`config.mk`:
```
export PLATFORM = sky130hd
export DESIGN_NAME = mac_accumulator
export DESIGN_NICKNAME = d
export VERILOG_FILES = /design/src/rtl/mac_accumulator.sv
export SDC_FILE = /design/constraint.sdc
export NUM_CORES = 1
export LEC_CHECK = 0
export ABC_AREA = 1
export ABC_CLOCK_PERIOD_IN_PS = 2900
export BUFFER_PORTS_ARGS = -buffer_cell sky130_fd_sc_hd__buf_2
export CORE_AREA = 2 2 201 203
export DETAILED_ROUTE_END_ITERATION = 8
export DIE_AREA = 0 0 203 205
export PLACE_DENSITY = 0.58
export REMOVE_ABC_BUFFERS = 1
export SYNTH_ARGS = -nofsm -noshare
export SYNTH_HDL_FRONTEND = slang
export SYNTH_SLANG_ARGS = --single-unit
```
`constraint.sdc`:
```
create_clock -name i_clk -period 2.9 [get_ports i_clk]
set_input_delay 0.145 -clock i_clk [delete_from_list [all_inputs] [get_ports i_clk]]
set_output_delay 0.145 -clock i_clk [all_outputs]
set_load 0.02 [all_outputs]
```
`src/rtl/mac_accumulator.sv`:
```
// ---------------------------------------------------------------------------
// mac_accumulator
//   Downstream consumer of the registered Wallace-tree multiplier. Sums a
//   START-framed run of LEN signed products into a wide signed accumulator
//   and presents the result on a valid/ready output port. o_pReady is only
//   high while a run is in progress, so the producer is held off while a
//   finished result waits to be taken.
//
//   Optional feature macro: SAT_EN
//     defined   -> on signed overflow the accumulator clamps to the most
//                  positive / most negative value (chosen by operand sign)
//     undefined -> the accumulator wraps modulo 2^ACC_WIDTH
//     In both builds o_ovf is set and stays set until the next run starts.
//
// Parameters
//   PROD_WIDTH  width of the signed product input
//   ACC_WIDTH   width of the accumulator and o_accOut (>= PROD_WIDTH)
//   LEN_WIDTH   width of i_len and of the remaining-products counter
//
// Ports
//   i_clk       clock, everything on the rising edge
//   i_reset     synchronous reset, active-low (0 = reset)
//   i_start     begin a run (honoured in IDLE, or in DONE with i_outReady)
//   i_len       number of products in the run, latched with i_start
//   i_pValid    i_p holds a valid product
//   i_p         signed product from the multiplier
//   o_pReady    block accepts i_p this cycle (state ACCUM)
//   o_accOut    signed accumulated result
//   o_outValid  o_accOut holds a completed result (state DONE)
//   i_outReady  consumer takes o_accOut
//   o_busy      run in progress (state ACCUM)
//   o_ovf       sticky signed-overflow flag for the current run
// ---------------------------------------------------------------------------
module mac_accumulator #(
  parameter int PROD_WIDTH = 64,
  parameter int ACC_WIDTH  = 80,
  parameter int LEN_WIDTH  = 8
) (
  input  logic                  i_clk,
  input  logic                  i_reset,
  input  logic                  i_start,
  input  logic [LEN_WIDTH-1:0]  i_len,
  input  logic                  i_pValid,
  input  logic [PROD_WIDTH-1:0] i_p,
  output logic                  o_pReady,
  output logic [ACC_WIDTH-1:0]  o_accOut,
  output logic                  o_outValid,
  input  logic                  i_outReady,
  output logic                  o_busy,
  output logic                  o_ovf
);

  typedef enum logic [1:0] {
    IDLE  = 2'd0,
    ACCUM = 2'd1,
    DONE  = 2'd2
  } state_t;

  state_t                r_state;
  state_t                w_nextState;
  logic [ACC_WIDTH-1:0]  r_acc;
  logic [ACC_WIDTH-1:0]  r_accOut;
  logic                  r_ovf;
  logic [LEN_WIDTH-1:0]  r_remaining;

  logic                  w_accept;
  logic                  w_startRun;
  logic                  w_lastProduct;
  logic [ACC_WIDTH-1:0]  w_pExt;
  logic [ACC_WIDTH-1:0]  w_rawSum;
  logic                  w_addOvf;
  logic [ACC_WIDTH-1:0]  w_nextAcc;

  // A new run may begin from IDLE, or straight out of DONE in the same
  // cycle the consumer takes the previous result (no idle bubble).
  assign w_startRun    = i_start &&
                         ((r_state == IDLE) || ((r_state == DONE) && i_outReady));
  assign w_accept      = i_pValid && (r_state == ACCUM);
  assign w_lastProduct = (r_remaining == LEN_WIDTH'(1));

  // Signed overflow: both operands share a sign but the raw sum's sign differs.
  assign w_pExt   = ACC_WIDTH'($signed(i_p));
  assign w_rawSum = r_acc + w_pExt;
  assign w_addOvf = (r_acc[ACC_WIDTH-1] == w_pExt[ACC_WIDTH-1]) &&
                    (w_rawSum[ACC_WIDTH-1] != r_acc[ACC_WIDTH-1]);

`ifdef SAT_EN
  localparam logic [ACC_WIDTH-1:0] ACC_MAX = {1'b0, {(ACC_WIDTH-1){1'b1}}};
  localparam logic [ACC_WIDTH-1:0] ACC_MIN = {1'b1, {(ACC_WIDTH-1){1'b0}}};

  // On overflow the shared operand sign tells which rail to clamp to.
  assign w_nextAcc = w_addOvf ? (r_acc[ACC_WIDTH-1] ? ACC_MIN : ACC_MAX) : w_rawSum;
`else
  assign w_nextAcc = w_rawSum;
`endif

  // State register.
  always_ff @(posedge i_clk) begin
    if (!i_reset) begin
      r_state <= IDLE;
    end else begin
      r_state <= w_nextState;
    end
  end

  // Next-state logic. A zero-length run goes straight to DONE with a zero
  // result; otherwise the run ends on the accept that empties the counter.
  always_comb begin
    w_nextState = r_state;
    case (r_state)
      IDLE: begin
        if (i_start) begin
          w_nextState = (i_len != '0) ? ACCUM : DONE;
        end
      end
      ACCUM: begin
        if (w_accept && w_lastProduct) begin
          w_nextState = DONE;
        end
      end
      DONE: begin
        if (i_outReady) begin
          if (i_start) begin
            w_nextState = (i_len != '0) ? ACCUM : DONE;
          end else begin
            w_nextState = IDLE;
          end
        end
      end
      default: w_nextState = IDLE;
    endcase
  end

  // Datapath: clear on run start, fold in each accepted product, and
  // capture the final sum into the output register on the last accept so
  // o_accOut stays stable for the whole DONE period.
  always_ff @(posedge i_clk) begin
    if (!i_reset) begin
      r_acc       <= '0;
      r_accOut    <= '0;
      r_ovf       <= 1'b0;
      r_remaining <= '0;
    end else if (w_startRun) begin
      r_acc       <= '0;
      r_accOut    <= '0;
      r_ovf       <= 1'b0;
      r_remaining <= i_len;
    end else if (w_accept) begin
      r_acc       <= w_nextAcc;
      r_remaining <= r_remaining - LEN_WIDTH'(1);
      if (w_addOvf) begin
        r_ovf <= 1'b1;
      end
      if (w_lastProduct) begin
        r_accOut <= w_nextAcc;
      end
    end
  end

  assign o_pReady   = (r_state == ACCUM);
  assign o_busy     = (r_state == ACCUM);
  assign o_outValid = (r_state == DONE);
  assign o_accOut   = r_accOut;
  assign o_ovf      = r_ovf;

endmodule
```
==> summary.txt <==
Clocking
  • # Post-CTS Setup Buffers: 0
  • CTS tree: yes
  • Post-CTS Hold Buffers: 11
  • Clk sinks: 171
  • Clk_lat worst skew: ~500 ps
  • Clk slew on worst S/H paths: ~70 ps
  • Clock root buffer: clkbuf_16
  • H-Tree Depth: 4
  • Buffer depth of the longest clock path: 2
  • Post-CTS sizing: 0
  • Num CTS Buffers: 17

Critical path
  • Crit Path Max Fanout: 4
  • Critical path arrival: between 3000 and 4000 ps
  • Kind of critical path: flip-flop to flip-flop
  • Worst setup EP type: flip-flop
  • Required @ worst endpoint: around 3300 ps
  • Crit start category: flip-flop

Synth
  • FFs w/ async S/R, synth: 0%
  • Netlist cell types: 42
  • Synthesized area per cell: ~5.9 um^2
  • Number of flops mapped to enable cells by yosys: 0
  • Post-Syn Instances: about 2.3k
  • Sequential area share after synthesis: approximately a quarter
  • Yosys warns: 0
  • Dominant synthesized flop cell: dfxtp_1
  • Synthesized area: 13,700 um^2
  • Post-synthesis register bit count: 171

Timing
  • FMAX: about 380 MHz
  • Crit path time final: ~2600 ps
  • Final Max Slew Viols: 0
  • Skew final: 23.6 ps
  • Hold Fails Final Rpt: 0
  • Period utilization: around nine tenths
  • Final setup fails: 0
  • Rel. slew slack: between 50% and 60%
  • RSZ-0062 raised after global routing: false
  • Least-Margin Pin Slew: 732 ps

Status
  • Outcome: completed

Global route
  • GR Util All Layers: a little under a quarter
  • Largest net degree at the start of global routing: between 100 and 150
  • Vias in the first global route: ~14k
  • Total grt overflow: 0
  • Initial antenna violation count: 0
  • Global-route wire length before repair: about 75,000 um

Place
  • RD Place Congestion: between 0.9 and 1
  • HPWL after DPL: just under 40,000 um
  • Placed Instances: between 2k and 3k
  • Input/output buffers: between 150 and 200

Floorplan
  • Die H: a little over 200 um
  • I/O pin count: between 150 and 200
  • Starting Density: a little over a third
  • Die area: between 40,000 and 50,000 um^2
  • Num rows: 73
  • Core footprint: approximately 40,000 um^2
  • Horiz. Die Dim: between 200 and 250 um

Drt
  • Total wire length: 48,800 um
  • DR DRC count: 0
  • Post-route ant nets: 0
  • DR vias: between 10k and 15k
  • Post-DR wirelength/cell: between 15 and 20 um
  • Drt pass-1 iters: 5
  • Drt via density: between 4 and 5
  • Initial DRC count: between 1k and 1.5k

Power
  • VDD IR max: 0.422 mV
  • Power per cell area: 391 nW/um^2
  • Leakage Power: slightly below 9 nW

Flow run
  • Max Cap Viol: 0

Final layout
  • Final non-filler cell total: 3,007
  • ANT cells: 0
  • Share of cells above drive strength 1: 11.6%
  • Layout Nets: approximately 2.6k
  • Fillers: around 4.4k
  • P&R area growth vs syn: 15.0%
  • Fin util: 40.1%

Hold path
  • HP Class: input pin to flip-flop
==> cells by family after synthesis <==
kind of cell | Yosys count | share of synthesized area [%]
flops | 171 | 25.0
buf+inv | 493 | 13.8
xor+xnor | 42 | 2.68
fa+ha+maj | 82 | 7.54
compound gates | 346 | 14.7
simple gates | 1184 | 36.3
==> Yosys cell counts (2+ instances only) <==
cell      instances  area share, %
nand4_1           8           0.36
o211ai_1          6           0.33
buf_1             2          0.055
dfxtp_1         171             25
a31oi_1          11           0.50
nor3_1           11           0.40
inv_1           426             12
ha_1             81            7.4
a21oi_1         108            3.9
or2_1             2          0.091
nor2_4            3           0.25
nand3_1         137            5.0
a21oi_2           3           0.19
nand2_2          22            1.0
nand3b_1         12           0.66
or2_2             2          0.091
nor2_2           19           0.87
clkbuf_1         19           0.52
o21ai_1           3           0.11
nand2_1         599             16
buf_4             2           0.11
nor3_2            6           0.44
and2_1            2          0.091
nor2_1          342            9.4
inv_2            12           0.33
buf_2            31            1.1
nor4_1            4           0.18
xnor2_1           6           0.38
o21ai_0         118            4.3
nand3_2          10           0.73
xor2_1           36            2.3
o21a_1           46            2.5
o21bai_1         48            2.6
a21o_1            2           0.11
==> critical path, cell delays in order (launching register included) <==
cell	delay, ps
dfxtp_1	320
ha_1	220
fa_1	410
nand3_1	110
nand2_1	130
nand2_1	90
nand3_1	180
nand2_1	150
nand3_2	140
nand2_1	100
nand2_2	110
nand2_1	130
nand2_1	60
nand2_1	70
nand3_1	160
nand2_1	110
inv_1	40
==> state kept, by name, indices dropped and copies added (netlist names) <==
signal and flops:
r_remaining 8, r_acc 80, o_accOut 80, r_state 2
o_ovf 1
==> metrics by stage <==
| step | hold slack, ps | worst slack [ps] | cell area [um^2] | power, W | setup TNS [ps] |
|---|---|---|---|---|---|
| after floorplan | 262 | -1310 | 13500 | 0.00347 | -169870 |
| after global placement | 387 | 293 | 15100 | 0.00396 | 0 |
| after detailed placement | 389 | 258 | 15100 | 0.00397 | 0 |
| after CTS | 6.51 | 237 | 15800 | 0.00623 | 0 |
| after global routing | 70.3 | 57.7 | 15800 | 0.00650 | 0 |
| final | 43.7 | 256 | 15800 | 0.00617 | 0 |
==> layer usage <==
metal	global-route usage (%)	share of wire, %
met2	35.4	41
met1	34.5	52
met4	7.40	2.0
met5	0	0
met3	4.55	5.8
==> final timing paths <==
| kind | startpoint | end | slack, ps | cells after the start |
|---|---|---|---|---|
| max reg2reg | r_acc[0] | o_accOut[64] | 260 | 16 |
| min | i_p[0] | o_accOut[0] | 40 | 4 |
| min reg2reg | o_ovf | o_ovf | 460 | 2 |
| max | r_acc[0] | o_accOut[64] | 260 | 16 |
==> where the power goes <==
part           leakage [nW]  total (W)  internal, W  switching (W)
sequential             1.38    0.00247      0.00242      0.0000473
clock                 0.253    0.00223      0.00115        0.00108
combinational          7.24    0.00147     0.000469        0.00100
total                  8.88    0.00617      0.00404        0.00213
==> placed cells by master, fill, tap and decap left out, types with 5 or more instances in the layout <==
cell	netlist	final
nand2_2	22	22
dfxtp_1	171	171
xor2_1	36	36
nand3_1	137	137
inv_2	12	12
buf_4	2	13
o21ai_0	118	118
buf_2	31	160
nand3_2	10	10
nor3_2	6	6
ha_1	81	81
a31oi_1	11	11
nand3b_1	12	12
a21oi_1	108	108
nand2_1	599	599
dlygate4sd3_1	0	11
o211ai_1	6	6
buf_12	0	5
nor3_1	11	11
nor2_2	19	18
clkbuf_16	0	17
inv_1	426	425
xnor2_1	6	6
nand4_1	8	8
o21a_1	46	46
nor2_1	342	342
o21bai_1	48	48
==> layout make-up <==
cell class	instances	area, um^2	area share, %
Clock buffer	20	467	2.96
Clock inverter	9	66.3	0.421
Inverter	439	1650	10.5
Multi-Input combinational cell	1654	8400	53.3
Sequential cell	171	3420	21.7
Tap cell	525	657	4.17
Timing Repair Buffer	189	1110	7.03
(Power assumes the default switching activity.)
